<file path="config.mk">
export PLATFORM = sky130hd
export DESIGN_NAME = mom_signal_gen
export DESIGN_NICKNAME = d
export VERILOG_FILES = /design/src/rtl/mom_signal_gen.sv
export SDC_FILE = /design/constraint.sdc
export NUM_CORES = 1
export LEC_CHECK = 0
export CAP_MARGIN = 10
export CELL_PAD_IN_SITES_DETAIL_PLACEMENT = 1
export CELL_PAD_IN_SITES_GLOBAL_PLACEMENT = 1
export CORE_UTILIZATION = 36
export DETAILED_ROUTE_END_ITERATION = 12
export HOLD_SLACK_MARGIN = 0.08
export PLACE_DENSITY = 0.84
export REMOVE_ABC_BUFFERS = 1
export SYNTH_ARGS = -nofsm -noshare
export SYNTH_HDL_FRONTEND = slang
export SYNTH_SLANG_ARGS = --single-unit
export TNS_END_PERCENT = 50
</file>
<file path="constraint.sdc">
create_clock -name clk -period 2.12 [get_ports clk]
set_input_delay 0.212 -clock clk [delete_from_list [all_inputs] [get_ports clk]]
set_output_delay 0.212 -clock clk [all_outputs]
set_load 0.01 [all_outputs]
</file>
<file path="src/rtl/mom_signal_gen.sv">
// mom_signal_gen: turns a momentum-energy stream into ENTER/EXIT orders using hysteresis, confirmation and cooldown.
// Latency: an order is visible one cycle after its triggering sample (registered on the sampling edge).
// Backpressure: single-entry order register; an emission that finds it full and not draining is dropped and counted.
// Optional feature macro: MOM_SIG_KILL_EN adds a 'kill' input that forces EXIT from ACTIVE and FLAT from ARMING.
module mom_signal_gen #(
    parameter int DATA_W    = 16,
    parameter int HI_THRESH = 400,
    parameter int LO_THRESH = 100,
    parameter int CONFIRM   = 2,
    parameter int COOLDOWN  = 8
) (
    input  logic              clk,
    input  logic              rst,
`ifdef MOM_SIG_KILL_EN
    input  logic              kill,
`endif
    input  logic              in_valid,
    input  logic [DATA_W-1:0] in_data,
    input  logic              order_ready,
    output logic              order_valid,
    output logic              order_type,
    output logic [DATA_W-1:0] order_level,
    output logic [1:0]        state,
    output logic [7:0]        drop_cnt
);

    localparam int CNT_W = $clog2(CONFIRM + 1);
    localparam int TMR_W = $clog2(COOLDOWN + 1);

    localparam logic [DATA_W-1:0] HI_C       = DATA_W'(HI_THRESH);
    localparam logic [DATA_W-1:0] LO_C       = DATA_W'(LO_THRESH);
    localparam logic [CNT_W-1:0]  CONFIRM_C  = CNT_W'(CONFIRM);
    localparam logic [TMR_W-1:0]  COOLDOWN_C = TMR_W'(COOLDOWN);

    // Parameter sanity: hysteresis band must be non-empty and the filters non-degenerate.
    if (LO_THRESH >= HI_THRESH) begin : g_bad_thresh
        $error("mom_signal_gen: LO_THRESH must be below HI_THRESH");
    end
    if (CONFIRM < 1) begin : g_bad_confirm
        $error("mom_signal_gen: CONFIRM must be at least 1");
    end
    if (COOLDOWN < 1) begin : g_bad_cooldown
        $error("mom_signal_gen: COOLDOWN must be at least 1");
    end

    typedef enum logic [1:0] {
        FLAT   = 2'd0,
        ARMING = 2'd1,
        ACTIVE = 2'd2,
        COOL   = 2'd3
    } state_t;

    state_t             state_q, state_d;
    logic [CNT_W-1:0]   cnt_q, cnt_d;
    logic [TMR_W-1:0]   timer_q, timer_d;
    logic               order_valid_q;
    logic               order_type_q;
    logic [DATA_W-1:0]  order_level_q;
    logic [7:0]         drop_q;

    logic               emit;
    logic               emit_type;
    logic               kill_act;
    logic               is_hi;
    logic               is_lo;
    logic [CNT_W-1:0]   cnt_inc;

    assign is_hi   = (in_data >= HI_C);
    assign is_lo   = (in_data <= LO_C);
    assign cnt_inc = cnt_q + CNT_W'(1);

`ifdef MOM_SIG_KILL_EN
    assign kill_act = kill;
`else
    assign kill_act = 1'b0;
`endif

    // Next-state, counters and order emission decision for the signal FSM.
    always_comb begin
        state_d   = state_q;
        cnt_d     = cnt_q;
        timer_d   = timer_q;
        emit      = 1'b0;
        emit_type = 1'b0;
        unique case (state_q)
            FLAT: begin
                if (kill_act) begin
                    cnt_d = '0;
                end else if (in_valid && is_hi) begin
                    if (CONFIRM == 1) begin
                        emit      = 1'b1;
                        emit_type = 1'b1;
                        state_d   = ACTIVE;
                        cnt_d     = '0;
                    end else begin
                        state_d = ARMING;
                        cnt_d   = CNT_W'(1);
                    end
                end
            end
            ARMING: begin
                if (kill_act) begin
                    state_d = FLAT;
                    cnt_d   = '0;
                end else if (in_valid) begin
                    if (is_hi) begin
                        if (cnt_inc == CONFIRM_C) begin
                            emit      = 1'b1;
                            emit_type = 1'b1;
                            state_d   = ACTIVE;
                            cnt_d     = '0;
                        end else begin
                            cnt_d = cnt_inc;
                        end
                    end else begin
                        state_d = FLAT;
                        cnt_d   = '0;
                    end
                end
            end
            ACTIVE: begin
                // Kill exits unconditionally, using whatever is on in_data as the level.
                if (kill_act || (in_valid && is_lo)) begin
                    emit      = 1'b1;
                    emit_type = 1'b0;
                    state_d   = COOL;
                    timer_d   = COOLDOWN_C;
                end
            end
            COOL: begin
                // Timer runs every clock; inputs (including kill) are ignored here.
                timer_d = timer_q - TMR_W'(1);
                if (timer_q <= TMR_W'(1)) begin
                    timer_d = '0;
                    state_d = FLAT;
                end
            end
            default: begin
                state_d = FLAT;
            end
        endcase
    end

    // FSM state, confirmation counter and cooldown timer.
    always_ff @(posedge clk) begin
        if (rst) begin
            state_q <= FLAT;
            cnt_q   <= '0;
            timer_q <= '0;
        end else begin
            state_q <= state_d;
            cnt_q   <= cnt_d;
            timer_q <= timer_d;
        end
    end

    // Single-entry order register: load when empty or draining, otherwise drop and count.
    always_ff @(posedge clk) begin
        if (rst) begin
            order_valid_q <= 1'b0;
            order_type_q  <= 1'b0;
            order_level_q <= '0;
            drop_q        <= '0;
        end else if (emit) begin
            if (!order_valid_q || order_ready) begin
                order_valid_q <= 1'b1;
                order_type_q  <= emit_type;
                order_level_q <= in_data;
            end else if (drop_q != 8'hFF) begin
                drop_q <= drop_q + 8'd1;
            end
        end else if (order_valid_q && order_ready) begin
            order_valid_q <= 1'b0;
        end
    end

    assign order_valid = order_valid_q;
    assign order_type  = order_type_q;
    assign order_level = order_level_q;
    assign state       = state_q;
    assign drop_cnt    = drop_q;

endmodule

</file>
---- After elaboration in Yosys (flattened, before gate mapping) ----
Index checks and enable logic that the tools add are counted.
word-level totals
  flip-flop bits (word level) ............. 34
  output and inout bits ................... 28
operators by class
  add/subtract/negate cells ............... 3
  magnitude comparators ................... 3
  equality and inequality tests ........... 11
  mux-type cells .......................... 23
  bitwise operators ....................... 1
  reductions and logical operators ........ 15
operator list
  kind                   count
  $mux W2                9
  $ge A16 B9 Y1 const B  1
  $le A16 B7 Y1 const B  1
  $add A8 B1 Y8 const B  1
  $mux W1                8
  $mux W4                2
  $ne A2 B2 Y1 const B   4
  $ne A8 B8 Y1 const B   1
  $pmux W2 S4            1
  $pmux W4 S2            1
  $eq A2 B2 Y1 const B   3
  $reduce_and A2 Y1      3
  $reduce_and A3 Y1      2
  $reduce_bool A2 Y1     3
  $reduce_and A5 Y1      1
  $le A4 B1 Y1 const B   1
  $pmux W2 S2            1
  $sub A4 B1 Y4 const B  1
  $logic_and A1 B1 Y1    3
  $ne A3 B3 Y1 const B   1
  $add A2 B1 Y2 const B  1
  $eq A2 B1 Y1 const B   1
  $logic_not A2 Y1       1
  $ne A2 B1 Y1 const B   1
  other kinds (4)        4

---- Longest topological paths before layout ----
  depth in word-level cells ............... 8
  gate-level depth with buffers ........... 9

---- Worst setup path after synthesis ----
OpenSTA, ideal clock, no wires.
  path type ............................... reg-to-reg
  start point ............................. reg state_q[0] (netlist: state[0])
  end point ............................... reg drop_q[3] (netlist: drop_cnt[3])
  library setup time ...................... 0.070 ns
  data arrival time ....................... 1.939 ns
  path slack .............................. 0.111 ns
  cell stages (with the launch flop) ...... 8
  clock period less this slack ............ 2.009 ns
  path through ............................ dfxtp_1 ha_1 nand3b_1 a311o_1 o31a_1 buf_6 or4_1 a21oi_1
on the way
  cells in the longest elaborated chain, start to end .. 3
  elaborated cells between the ends (all ways) .. 4
ends and longest elaborated chain
  what                                          line  source
  start: declaration                            53    state_t state_q, state_d;
  start signal: assignment                      151   state_q <= state_d;
  $eq A2 B2 Y1 or $eq A2 B1 Y1 (tied branches)  85    unique case (state_q)
  $pmux W1 S2 (*)                               85
  $reduce_and A3 Y1 (no line) (*)               n/a
  end signal: assignment                        170   drop_q <= drop_q + 8'd1;
  end: declaration                              59    logic [7:0] drop_q;
Every way passes the cells marked *; elsewhere a longest branch is shown, timed or not.
A chain may end at the register's enable or synchronous reset.

---- Final worst setup path ----
  start point ............................. in in_data[8]
  end point ............................... reg drop_q[4] (netlist: drop_cnt[4])
on the way
  cells in the longest elaborated chain, start to end .. 5
  elaborated cells between the ends (all ways) .. 8
ends and longest elaborated chain
  what                                            line      source
  start: declaration                              18        input logic [DATA_W-1:0] in_data,
  $ge A16 B9 Y1 or $le A16 B7 Y1 (tied branches)  68, 69
  $mux W1 or $logic_and A1 B1 Y1 (tied branches)  106, 123
  $mux W1 (on tied branches)                      105, 123
  $pmux W1 S2 (*)                                 85
  $reduce_and A3 Y1 (no line) (*)                 n/a
Marks and branches as above.

==> results_dict.tcl <==
set metrics [dict create \
    status "finished clean" \
    htreeDepth 2 \
    r2r_start "state[0]$_SDFFE_PP0P_" \
    crit_type "input port to flop" \
    clock_path_buffers 2 \
    synth_compound_area_frac 0.1406 \
    fin_area_mm2 0.002638 \
    cts.sinks 34 \
    max_stage_delay_ns 0.56 \
    startpoint "in_data[8]" \
    cp_max_fo 7 \
    die_h_um 74.06 \
    cts_buffers 5 \
    met1_usage 0.2413 \
    p_total_w 0.001664 \
    worst_slew_pin_slew_ns 0.5962 \
    top_usage_layer "met2" \
    synth_cell_types 39 \
    drv_slew 0 \
    path_depth 6 \
    synth.mux.area_fraction 0.09705 \
    power.density_mw_per_mm2 630.8 \
    diodes 0 \
    hp-class "input port to flop" \
    via_count 1768 \
    clk_pin_slew_ns 0.07 \
    cts-root-buf "clkbuf_8" \
    finalCriticalPeriod_ns 2.055 \
    design.die.area_mm2 0.005485 \
    cp.arrival_ns 2.27 \
    yosys_warnings 0 \
    yosysSeqAreaShare 0.3641 \
    max_freq_ghz 0.4867 \
    r2r_cells 6 \
    viasPerCell 5.140 \
    rsz0062_at_grt "no" \
    gp_congestion 0.7251 \
    cp_cell_sequence "clkdlybuf4s50_1, o311ai_1, a311o_1, o31a_1, or4_1, a21oi_1" \
    antenna_found_initial 0 \
    wire_per_inst_um 15.27 \
    p_leak_nw 0.9376 \
    ys_ff_latch 34 \
    nNetsFinal 304 \
    synth_top_family_by_area "simple AND/OR/NAND/NOR gates" \
    clk_latency_ns 0.29 \
    drc 0 \
    synth_xor_area_frac 0 \
    initial_core_util 0.3855 \
    drtIter0Drc 30 \
    finalHoldViolations 0 \
    firstDrtPassIters 4 \
    netSwitchingPower_w 0.0005109 \
    place_area_mm2 0.002542 \
    ios 48 \
    finalClockSkew_ns 0.007074 \
    layout_commonest_cell "clkdlybuf4s50_1" \
    critPathSlowestCell "clkdlybuf4s50_1" \
    p_clk_frac 0.304 \
    pwr-share-seq 0.421 \
    routed_wl_mm 5.253 \
    reg2reg_setup_slack_ns 0.11 \
    cp-start-kind "input port" \
    final_cell_mix "clkdlybuf4s50_1, nand2b_1, dfxtp_1" \
    avgSynthCellArea_um2 8.859 \
    worstSetupEndpoint "drop_cnt[4]$_SDFFE_PP0P_" \
    netlist_instances 211 \
    final_core_util 0.5440 \
    grt_pass1_wl_mm 8.528 \
    reg2reg_to "drop_cnt[4]$_SDFFE_PP0P_" \
    rows 25 \
    crit_family "compound AO/OA/AOI/OAI gates" \
    setup.worst_path.end_class "flop" \
    grtUsageMet2 0.3636 \
    drive_above_1_share 0.1300 \
    fillers 580 \
    dp_hpwl_mm 3.721 \
    grt_pass1_vias 1797 \
    slew_headroom 0.5991 \
    peakVddDrop_mv 0.3436 \
    synth_adder_area_share 0.05355 \
    switching_share 0.3070 \
    io_buffers 47 \
    finalSetupViolations 0 \
    tritoncts "yes" \
    grt_max_degree 55 \
    synth_edf_count 0 \
    comb_power_share 0.275 \
    cap_violations 0 \
    track_usage 0.2060 \
    synth-simple-area-share 0.2945 \
    cp.required_ns 2.34 \
    netlist_area_mm2 0.001869 \
    core_mm2 0.004848 \
    async_flop_share 0 \
    ys.flop_type "dfxtp_1" \
    grt-ovfl-total 0 \
    critical_path_buf_inv_count 1 \
    area_delta_synth_final_pct 41.10 \
    power.internal_w 0.001153 \
    ant_nets 0 \
    fin_crit_sh 0.9692 \
    use_met3 0.05691 \
    fp.dieW_um 74.06 \
]
[registers in the layout, indices dropped and copies added (netlist names), named ones only]
| signal | count |
|---|---|
| cnt_q | 2 |
| drop_cnt | 8 |
| order_level | 16 |
| order_type | 1 |
| order_valid | 1 |
| state | 1 |
| timer_q | 4 |
[synth_stat cells (all sizes together) (2+ instances only)]
cell	n	area share
a21oi	13	0.035
a311oi	2	0.0094
a41oi	2	0.0094
buf	3	0.018
clkbuf	6	0.012
dfxtp	34	0.36
ha	8	0.054
inv	10	0.020
mux2i	17	0.091
nand2	12	0.024
nand2b	35	0.12
nand3	7	0.019
nand4	3	0.013
nor2	9	0.022
nor2b	4	0.013
nor3	2	0.0080
o21ai	11	0.029
o31a	2	0.0094
o31ai	4	0.016
o41ai	2	0.0094
or3	9	0.030
or4	2	0.0080
[metrics by stage]
step | hold slack [ns] | setup slack [ns] | setup TNS [ns] | cells
detailed placement | 0.4462 | -0.2402 | -4.267 | 336
global route | 0.3471 | 0.0001017 | 0 | 344
floorplan | 0.2811 | 0.06484 | 0 | 202
global placement | 0.4405 | -0.1552 | -1.978 | 336
CTS | 0.4561 | 0.01135 | 0 | 344
finish | 0.3252 | 0.06527 | 0 | 344
[power groups by stage]
stage                     Sequential [W]  Combinational, W  Clock, W
after detailed placement        0.000711          0.000452         0
after global placement          0.000710          0.000434         0
after CTS                       0.000698          0.000460  0.000516
after global routing            0.000705          0.000491  0.000550
after floorplan                 0.000716          0.000231         0
final                           0.000701          0.000457  0.000506
[worst min path at each step]
stage                               start                      endpoint  cells past startpoint
detailed placement  cnt_q[1]$_SDFFE_PP0P_         cnt_q[1]$_SDFFE_PP0P_                      2
floorplan                             rst      drop_cnt[0]$_SDFFE_PP0P_                      1
global placement    cnt_q[1]$_SDFFE_PP0P_         cnt_q[1]$_SDFFE_PP0P_                      2
CTS                 cnt_q[1]$_SDFFE_PP0P_         cnt_q[1]$_SDFFE_PP0P_                      2
global route                  in_data[14]  order_level[14]$_SDFFE_PP0P_                      3
finish                        in_data[14]  order_level[14]$_SDFFE_PP0P_                      3
[metal layers]
metal / wire (µm) / vias to the layer above
met3: 189 / 6
met5: 0 / -
met1: 2389 / 853
met2: 2615 / 32
li1: - / 877
met4: 58 / 0
[logic make-up (layout without fill, tap and decap cells)]
group / after synthesis / count (layout)
and+or+nand+nor: 91 / 91
AOI/OAI and AO/OA: 41 / 41
adders and majority gates: 8 / 8
buffers and inverters: 19 / 85
muxes: 18 / 18
DFF: 34 / 34
[worst min-delay path, stage by stage]
cell,delay [ns]
dlymetal6s2s_1,0.17
nand2b_1,0.10
mux2i_1,0.08
[cell type report]
type	count	area [µm²]	area share
Clock inverter	1	5.005	0.001898
Multi-Input combinational cell	158	1095	0.4151
Inverter	10	37.54	0.01423
Tap cell	67	83.83	0.03178
Clock buffer	7	86.33	0.03273
Sequential cell	34	681.9	0.2585
Timing Repair Buffer	67	648.1	0.2457
[what timing repair did]
item / in CTS / in global routing
resized for setup: 1 / 3
hold buffers: 0 / 0
gates cloned: 0 / 0
pin swaps: 0 / 2
buffers inserted: 0 / 0
setup endpoints to repair: 1 / 7
Note: power is estimated with default switching activity, not from simulation.
